===== src/rtl/affine_ctrl_pkg.sv =====
// Shared types, widths and config register map for the affine loop controller.
package affine_ctrl_pkg;

    localparam int unsigned CW   = 16;
    localparam int unsigned NDIM = 3;
    localparam int unsigned CntW = CW + 1;

    typedef logic [NDIM-1:0][CW-1:0] ctrl_vec_t;

    typedef enum logic [1:0] {
        StIdle,
        StDelay,
        StRun
    } state_t;

    localparam logic [2:0] CfgAddrExt0  = 3'd0;
    localparam logic [2:0] CfgAddrExt1  = 3'd1;
    localparam logic [2:0] CfgAddrExt2  = 3'd2;
    localparam logic [2:0] CfgAddrDelay = 3'd3;
    localparam logic [2:0] CfgAddrIi    = 3'd4;
    localparam logic [2:0] CfgAddrGap   = 3'd5;

    // An initiation interval of zero behaves as back-to-back issue.
    function automatic logic [CW-1:0] eff_ii(input logic [CW-1:0] ii);
        return (ii == '0) ? CW'(1) : ii;
    endfunction

endpackage


===== src/rtl/affine_idx_counter.sv =====
// Three-level nested wrap counter holding the index of the next issue.
// cur shows the index that an issue this cycle would carry; inc advances past it.
module affine_idx_counter
    import affine_ctrl_pkg::*;
(
    input  logic      clk,
    input  logic      rst,
    input  logic      clear,
    input  logic      inc,
    input  ctrl_vec_t extent,
    output ctrl_vec_t cur,
    output logic      last,
    output logic      wrap
);

    ctrl_vec_t       idx_q;
    ctrl_vec_t       idx_d;
    ctrl_vec_t       nxt;
    logic [NDIM-1:0] at_max;
    logic            carry;

    always_comb begin
        cur = clear ? '0 : idx_q;
        for (int i = 0; i < NDIM; i++) begin
            at_max[i] = (cur[i] == extent[i] - CW'(1));
        end
        last = &at_max;
        wrap = at_max[NDIM-1];

        // Innermost level counts every step; a level at its maximum wraps and carries outward.
        nxt   = cur;
        carry = 1'b1;
        for (int i = NDIM - 1; i >= 0; i--) begin
            if (carry) begin
                if (at_max[i]) begin
                    nxt[i] = '0;
                end else begin
                    nxt[i] = cur[i] + CW'(1);
                end
                carry = at_max[i];
            end
        end

        idx_d = inc ? nxt : cur;
    end

    always_ff @(posedge clk) begin
        if (rst) begin
            idx_q <= '0;
        end else begin
            idx_q <= idx_d;
        end
    end

endmodule


===== src/rtl/affine_loop_ctrl.sv =====
// Issue-side controller for unified-buffer ports: affine start/II/row-gap schedule over a
// 3-deep loop nest. Optional stall support is built when AFFINE_CTRL_STALL_EN is defined.
module affine_loop_ctrl
    import affine_ctrl_pkg::*;
(
    input  logic                    clk,
    input  logic                    rst,
    input  logic                    flush,
    input  logic                    cfg_we,
    input  logic [2:0]              cfg_addr,
    input  logic [CW-1:0]           cfg_data,
    input  logic                    stall,
    output logic                    valid,
    output logic [NDIM-1:0][CW-1:0] ctrl_vars,
    output logic                    busy,
    output logic                    done
);

    state_t          state_q, state_d;
    logic [CntW-1:0] cnt_q, cnt_d;
    logic            fin_q, fin_d;
    logic            valid_q, valid_d;
    logic            busy_q, busy_d;
    logic            done_q, done_d;
    ctrl_vec_t       ctrl_q, ctrl_d;

    ctrl_vec_t       ext_q;
    logic [CW-1:0]   delay_q;
    logic [CW-1:0]   ii_q;
    logic [CW-1:0]   gap_q;

    logic            idx_clear;
    logic            idx_inc;
    ctrl_vec_t       idx_cur;
    logic            idx_last;
    logic            idx_wrap;

    logic            stall_act;
    logic            any_zero;
    logic            fire;
    logic [CntW-1:0] next_gap;

`ifdef AFFINE_CTRL_STALL_EN
    assign stall_act = stall;
`else
    logic unused_stall;
    assign unused_stall = stall;
    assign stall_act    = 1'b0;
`endif

    affine_idx_counter u_idx (
        .clk    (clk),
        .rst    (rst),
        .clear  (idx_clear),
        .inc    (idx_inc),
        .extent (ext_q),
        .cur    (idx_cur),
        .last   (idx_last),
        .wrap   (idx_wrap)
    );

    // Countdown to the issue after the one being made now; cnt == 0 means issue next cycle.
    always_comb begin
        any_zero = 1'b0;
        for (int i = 0; i < NDIM; i++) begin
            any_zero = any_zero | (ext_q[i] == '0);
        end
        next_gap = {1'b0, eff_ii(ii_q)} - CntW'(1);
        if (idx_wrap && !idx_last) begin
            next_gap = next_gap + {1'b0, gap_q};
        end
    end

    always_comb begin
        state_d   = state_q;
        cnt_d     = cnt_q;
        fin_d     = fin_q;
        valid_d   = 1'b0;
        busy_d    = busy_q;
        done_d    = 1'b0;
        ctrl_d    = ctrl_q;
        idx_clear = 1'b0;
        idx_inc   = 1'b0;
        fire      = 1'b0;

        if (flush) begin
            idx_clear = 1'b1;
            fin_d     = 1'b0;
            busy_d    = 1'b1;
            state_d   = StDelay;
            cnt_d     = {1'b0, delay_q} - CntW'(1);
            fire      = (delay_q == '0);
        end else if (stall_act) begin
            // Freeze everything; the pending issue stays latched until stall drops.
            valid_d = valid_q;
        end else begin
            unique case (state_q)
                StIdle: begin
                end
                StDelay, StRun: begin
                    if (fin_q) begin
                        state_d = StIdle;
                        busy_d  = 1'b0;
                        done_d  = 1'b1;
                        fin_d   = 1'b0;
                    end else if (cnt_q == '0) begin
                        fire = 1'b1;
                    end else begin
                        cnt_d = cnt_q - CntW'(1);
                    end
                end
                default: state_d = StIdle;
            endcase
        end

        if (fire) begin
            if (any_zero) begin
                state_d = StIdle;
                busy_d  = 1'b0;
                done_d  = 1'b1;
            end else begin
                valid_d = 1'b1;
                ctrl_d  = idx_cur;
                idx_inc = 1'b1;
                cnt_d   = next_gap;
                state_d = StRun;
                busy_d  = 1'b1;
                fin_d   = idx_last;
            end
        end
    end

    always_ff @(posedge clk) begin
        if (rst) begin
            state_q <= StIdle;
            cnt_q   <= '0;
            fin_q   <= 1'b0;
            valid_q <= 1'b0;
            busy_q  <= 1'b0;
            done_q  <= 1'b0;
            ctrl_q  <= '0;
            for (int i = 0; i < NDIM; i++) begin
                ext_q[i] <= CW'(1);
            end
            delay_q <= '0;
            ii_q    <= CW'(1);
            gap_q   <= '0;
        end else begin
            state_q <= state_d;
            cnt_q   <= cnt_d;
            fin_q   <= fin_d;
            valid_q <= valid_d;
            busy_q  <= busy_d;
            done_q  <= done_d;
            ctrl_q  <= ctrl_d;
            if (cfg_we && !busy_q) begin
                case (cfg_addr)
                    CfgAddrExt0:  ext_q[0] <= cfg_data;
                    CfgAddrExt1:  ext_q[1] <= cfg_data;
                    CfgAddrExt2:  ext_q[2] <= cfg_data;
                    CfgAddrDelay: delay_q  <= cfg_data;
                    CfgAddrIi:    ii_q     <= cfg_data;
                    CfgAddrGap:   gap_q    <= cfg_data;
                    default: begin
                    end
                endcase
            end
        end
    end

    // During a stall ctrl_vars already presents the pending index; only valid is masked.
    assign valid     = valid_q & ~stall_act;
    assign ctrl_vars = ctrl_q;
    assign busy      = busy_q;
    assign done      = done_q;

endmodule

===== config.mk =====
export PLATFORM = sky130hd
export DESIGN_NAME = affine_loop_ctrl
export DESIGN_NICKNAME = d
export VERILOG_FILES = /design/src/rtl/affine_ctrl_pkg.sv /design/src/rtl/affine_idx_counter.sv /design/src/rtl/affine_loop_ctrl.sv
export SDC_FILE = /design/constraint.sdc
export NUM_CORES = 1
export LEC_CHECK = 0
export CAP_MARGIN = 20
export CORE_ASPECT_RATIO = 1.1
export CORE_UTILIZATION = 45
export DETAILED_ROUTE_END_ITERATION = 8
export PLACE_DENSITY = 0.72
export SYNTH_ARGS = -nofsm -noshare
export SYNTH_HDL_FRONTEND = slang
export SYNTH_SLANG_ARGS = --single-unit

===== constraint.sdc =====
create_clock -name clk -period 3.72 [get_ports clk]
set_input_delay 0.744 -clock clk [delete_from_list [all_inputs] [get_ports clk]]
set_output_delay 0.744 -clock clk [all_outputs]
set_load 0.05 [all_outputs]

## After elaboration in Yosys (flattened, before gate mapping)

Index checks and enable logic that the tools add are counted.

- Bits in registers: 215
- Input port bits: 24
- Output and inout port bits: 51
- Logic and storage cells: 109

- Add/subtract/negate cells: 10
- Equal/unequal tests: 12
- Muxes and demuxes: 41
- Bitwise gates (word level): 3
- Reduce and logical (&&, ||, !) cells: 25

Operators with widths:

| kind | count |
|---|---|
| $mux 17 | 7 |
| $mux 16 | 6 |
| $mux 48 | 2 |
| $logic_not 16->1 | 5 |
| $add 16x1->16 const B | 3 |
| $eq 16x16->1 | 3 |
| $sub 16x1->16 const B | 3 |
| $sub 16x1->17 const B | 2 |
| $mux 1 | 21 |
| $reduce_and 2->1 | 9 |
| $add 17x16->17 | 1 |
| $logic_not 17->1 | 1 |
| $sub 17x1->17 const B | 1 |
| $mux 2 | 4 |
| $eq 3x2->1 const B | 2 |
| $eq 3x3->1 const B | 2 |
| $reduce_bool 3->1 | 2 |
| $ne 4x4->1 const B | 1 |
| $pmux 2 s2 | 1 |
| $eq 3x1->1 const B | 1 |
| $logic_not 3->1 | 1 |
| $ne 3x3->1 const B | 1 |
| $reduce_and 3->1 | 1 |
| $eq 2x1->1 const B | 1 |
| 7 further kinds | 10 |

## Longest topological paths before layout

- Depth in word-level cells: 9
- Gate-level depth with buffers: 17
- Depth with buffers taken out: 17

## By module

From an unflattened synthesis, not the netlist that was laid out.

- Cells, all modules: 1658
- Area, all modules: 13092.6 um2

By module, submodules not included:

| module | instances | cells each | area each (um2) | seq. area each (um2) |
|---|---|---|---|---|
| affine_loop_ctrl | 1 | 1026 | 8165.3 | 3343.2 |
| affine_idx_counter | 1 | 632 | 4927.2 | 960.9 |

## Worst setup path after synthesis

OpenSTA, ideal clock, no wires.

- Kind: register to register
- From: register ii_q[9]
- To: register cnt_q[13]
- Library setup time: 132 ps
- Arrival time: 3950 ps
- Data required time: 3588 ps
- Setup slack: -362 ps
- Stages on the path, launching flop included: 17
- Path buffers: 0
- Clock period less this slack: 4082 ps
- Cell sequence: dfxtp_1 -> or4_1 -> nor4_1 -> a41oi_1 -> ha_1 -> nand2_1 -> xnor2_1 -> ha_1 -> a2111oi_0 -> o31ai_1 -> a41oi_1 -> o21ai_0 -> o21ai_0 -> nor2b_1 -> xnor2_1 -> mux2i_1 -> o22ai_1

- Longest elaborated chain between the ends: 7

RTL lines:

| what | RTL line | text |
|---|---|---|
| start, declared | affine_loop_ctrl.sv:29 | `logic [CW-1:0] ii_q;` |
| start signal, assigned | affine_loop_ctrl.sv:162 | `CfgAddrIi: ii_q <= cfg_data;` |
| $logic_not 16->1 | affine_ctrl_pkg.sv:25 | `return (ii == '0) ? CW'(1) : ii;` |
| $mux 16 * | affine_ctrl_pkg.sv:25 |  |
| $sub 16x1->17 * | affine_loop_ctrl.sv:68 | `next_gap = {1'b0, eff_ii(ii_q)} - CntW'(1);` |
| $add 17x16->17 | affine_loop_ctrl.sv:70 | `next_gap = next_gap + {1'b0, gap_q};` |
| $mux 17 * | affine_loop_ctrl.sv:69 | `if (idx_wrap && !idx_last) begin` |
| $mux 17 * | affine_loop_ctrl.sv:117 | `if (any_zero) begin` |
| $mux 17 * | affine_loop_ctrl.sv:116 | `if (fire) begin` |
| end signal, assigned | affine_loop_ctrl.sv:150 | `cnt_q <= cnt_d;` |
| end, declared | affine_loop_ctrl.sv:20 | `logic [CntW-1:0] cnt_q, cnt_d;` |

Mark *: on every way between the ends. The rest lies on a longest branch, timed or not.
A chain may end at the register's enable or synchronous reset.

## Final worst setup path

Ends and elaborated chain as after synthesis.

==> summary.md <==
| Metric | Value |
|---|---|
| Worst Skew | 7.34 ps |
| Io pins | 75 |
| Antenna violations before repair | 0 |
| Synth Warn # | 0 |
| Placed Cells | 2021 |
| RSZ-0062 raised after global routing | yes |
| NetSw | 1.66 mW |
| Cells after Synth | 1569 |
| Top FF cell, synth | dfxtp_1 |
| Initial Util | 46.4% |
| Max IR drop VDD | 364 uV |
| Fmax achieved | 0.252 GHz |
| Final hold viol count | 0 |
| Flops & latches, synth | 215 |
| DR iter-0 viols | 732 |
| Residual DRC count | 0 |
| Final Non-Filler Cells | 2083 |
| Die W | 159 um |
| Lkg Pwr | 5.69 nW |
| Async S/R FF share, synth | 0% |
| Post-synth EDFFs | 0 |
| Max_cap viols | 0 |
| Worst slew pin tran | 812 ps |
| Mean routed wirelength per cell | 16.2 um |
| DIE HEIGHT | 175 um |
| Routed vias | 11600 |
| Layout area overhead | 25.3% |
| Share of the synthesized area in the top cell type | 35.2% |
| Root buf cell | clkbuf_16 |
| Buf+Inv Stages, Crit Path | 1 |
| Crit-path max cell delay | 550 ps |
| Hold/Removal Path Class | reg -> reg |
| CP arrival | 4370 ps |
| First-pass GRT wire length | 55100 um |
| Clock Power Share | 41.1% |
| CTS tree | done |
| Crit Path Category | reg -> reg |
| PD cells | 392 nW/um^2 |
| DRT Pass-1 Iters | 5 |
| Worst path top cell family by delay | compound AO/OA/AOI/OAI gates |
| ANT cells | 0 |
| Reg power frac | 40.4% |
| Hold_buf cts | 0 |
| DP HPWL | 23900 um |
| ANT nets after route | 0 |
| Gr ovfl total | 0 |
| Vias in the first global route | 11100 |
| Largest fanout on the critical path | 3 |
| Internal power | 4.34 mW |
| Comb pwr share | 18.5% |
| Total CTS buffers | 24 |
| Buffers on Ports | 73 |
| GRT Total Usage | 24.0% |
| Final-report setup violation count | 7 |
| Core Util, Final | 58.1% |
| Most area-hungry cell type in the Yosys netlist | dfxtp_1 |
| Final WL | 33800 um |
| Post-Syn Area | 12200 um^2 |
| Fillers | 2378 |
| CTS Buffer Depth | 3 |
| Fin crit period | 3970 ps |
| Cells along the critical path | or4_4, nor4_4, a41oi_2, ha_4, inv_1, ha_1, a211oi_1, o31ai_4, a41oi_2, o21ai_2, o21ai_2, nor2b_4, xnor2_1, mux2i_1, o22ai_1 |
| Area contributors post-synth | dfxtp_1 (35%), nand2_1 (7.8%), a21oi_1 (6.3%) |
| Die ar. | 27800 um^2 |
| Library cells used by synthesis | 77 |
| Required time of the critical path | 4120 ps |
| Crit-path slowest cell | or4_4 |
| Std-Cell Core Area | 26400 um^2 |
| Slew Viols, Final | 0 |
| Power Total | 6.00 mW |
| Status | complete, but fails checks |
| Worst Setup Start Kind | register |
| H-tree lvl count | 1 |
| Via-to-Cell Ratio | 5.55 |
| # rows | 62 |
| Post-synthesis area per instance | 7.79 um^2 |
| Max_slew headroom | 45.6% |
| Sw frac | 27.7% |
| R2R Setup Slk | -250 ps |
| Clk sinks | 215 |
| Post-synthesis sequential area ratio | 35.2% |
| Final worst-path cycle share | 107% |
| Final nets | 1765 |
| Layout cells sized above 1 | 14.2% |
| Clock slew at reported path FFs | 60 ps |
| Final worst-path setup slack | -251 ps |
| Clk_lat worst skew | 530 ps |
| Failing checks | negative setup slack |
| Routability Congestion | 0.902 |
| Largest net degree at the start of global routing | 73 |
| Synth Net Count | 1621 |
| Critical Path Sink Type | register |
[cell usage after synthesis, types with 4 or more instances]
cell	n
ha_1	27
nand3b_1	12
clkbuf_1	75
mux2i_1	39
or3_1	20
or4_1	11
nor4bb_1	4
o211ai_1	12
and2_1	11
xnor2_1	70
a211oi_1	13
a21oi_1	154
inv_1	24
a31o_2	5
and3_1	15
a31oi_1	10
dfxtp_1	215
and4_1	5
o22ai_1	8
nor3_1	39
nor4_1	28
a21boi_0	7
nand4_1	21
or2_2	8
o21ai_0	40
o31ai_1	12
nand3_1	44
nand2_1	253
nor2_1	163
xor2_1	56
a21o_1	11
buf_2	5
nand2b_1	38
nor3b_1	10
nor2b_1	28
[cells in the final DEF (no fill, tap or decap), types with 6 or more instances in the layout]
master	n
ha_1	20
and3_1	15
xor2_1	55
o31ai_1	10
buf_12	6
clkdlybuf4s50_1	71
a31oi_1	10
clkbuf_16	27
nor2b_1	27
o21ai_0	34
and2_1	10
a21o_1	11
nor3b_1	9
inv_1	24
or4_1	10
dfxtp_1	213
mux2i_1	39
xnor2_1	69
o22ai_1	8
nand4_1	21
a211oi_1	12
nand2b_1	38
a21oi_1	149
nand3_1	43
or3_1	20
nand3b_1	12
clkbuf_8	7
buf_4	120
a21oi_2	6
nor4_1	24
nor3_1	38
a21boi_0	7
or2_2	7
nor2_1	160
o211ai_1	12
nand2_1	250
[final timing paths]
check	startpoint	end	cells after the start
max	ii_q[9]$_SDFFE_PP0P_	cnt_q[13]$_SDFF_PP0_	15
min	ctrl_vars[43]$_SDFFE_PP0P_	ctrl_vars[43]$_SDFFE_PP0P_	2
max reg2reg	ii_q[9]$_SDFFE_PP0P_	cnt_q[13]$_SDFF_PP0_	15
min reg2reg	ctrl_vars[43]$_SDFFE_PP0P_	ctrl_vars[43]$_SDFFE_PP0P_	2
[metrics by stage]
step / hold slack, ps / cell area (um^2) / setup TNS (ps) / setup slack, ps
after floorplan: 436 / 12300 / -12.9 / -12.9
after global placement: 444 / 14000 / -660 / -288
after detailed placement: 450 / 14000 / -1510 / -395
after CTS: 458 / 15000 / -312 / -159
after global routing: 478 / 15300 / -2090 / -385
final: 453 / 15300 / -984 / -251
[area by class of cell]
cell class | count | area, um^2 | share of cell area [%]
multi-input cells | 1247 | 7850 | 51.2
flip-flops and latches | 215 | 4310 | 28.1
repair buffers | 201 | 1800 | 11.7
clock buffers | 37 | 741 | 4.84
well taps | 352 | 440 | 2.88
clock inverters | 7 | 91.3 | 0.596
inverters | 24 | 90.1 | 0.588
[sequential cells by signal, summed over array words and instances (netlist names)]
register,flops
ctrl_vars,48
ext_q,48
u_idx.idx_q,48
cnt_q,17
delay_q,16
gap_q,16
ii_q,16
state_q,2
busy,1
done,1
fin_q,1
valid,1
[kinds of logic after synthesis]
kind of cell	after synthesis	synth area share, %
AOI/OAI and AO/OA	316	15.9
and+or+nand+nor	735	29.9
muxes	39	3.19
buffers and inverters	107	3.34
DFF	215	35.2
adders and majority gates	28	2.93
xor gates and xnor gates	129	9.58
[routing by layer]
layer  track usage [%]  part of all wire, %
met1              31.6                   44
met2              41.0                   47
met3              2.47                  5.9
met4              8.09                  2.7
met5                 0                    0
[worst register-to-register path, cell delays in order, from the launching register on]
cell and delay (ps):
dfxtp_2 320, or4_4 550, nor4_4 400, a41oi_2 240
ha_4 310, inv_1 80, ha_1 310, a211oi_1 530
o31ai_4 130, a41oi_2 220, o21ai_2 110, o21ai_2 140
nor2b_4 180, xnor2_1 80, mux2i_1 160, o22ai_1 90
[power by group through the flow]
stage	logic [mW]	clock network [mW]	registers, mW
floorplan	0.639	0	2.47
global placement	1.00	0	2.47
detailed placement	1.02	0	2.47
CTS	1.04	2.50	2.42
global route	1.19	2.60	2.43
finish	1.11	2.47	2.42
[repair_timing]
item	in CTS	in global routing
setup buffers	7	10
endpoints found under the setup margin	8	57
endpoints found under the hold margin	0	0
resized for setup	22	36
pin swaps	15	30
cloned	0	2
Power figures use the tool's default switching activity.
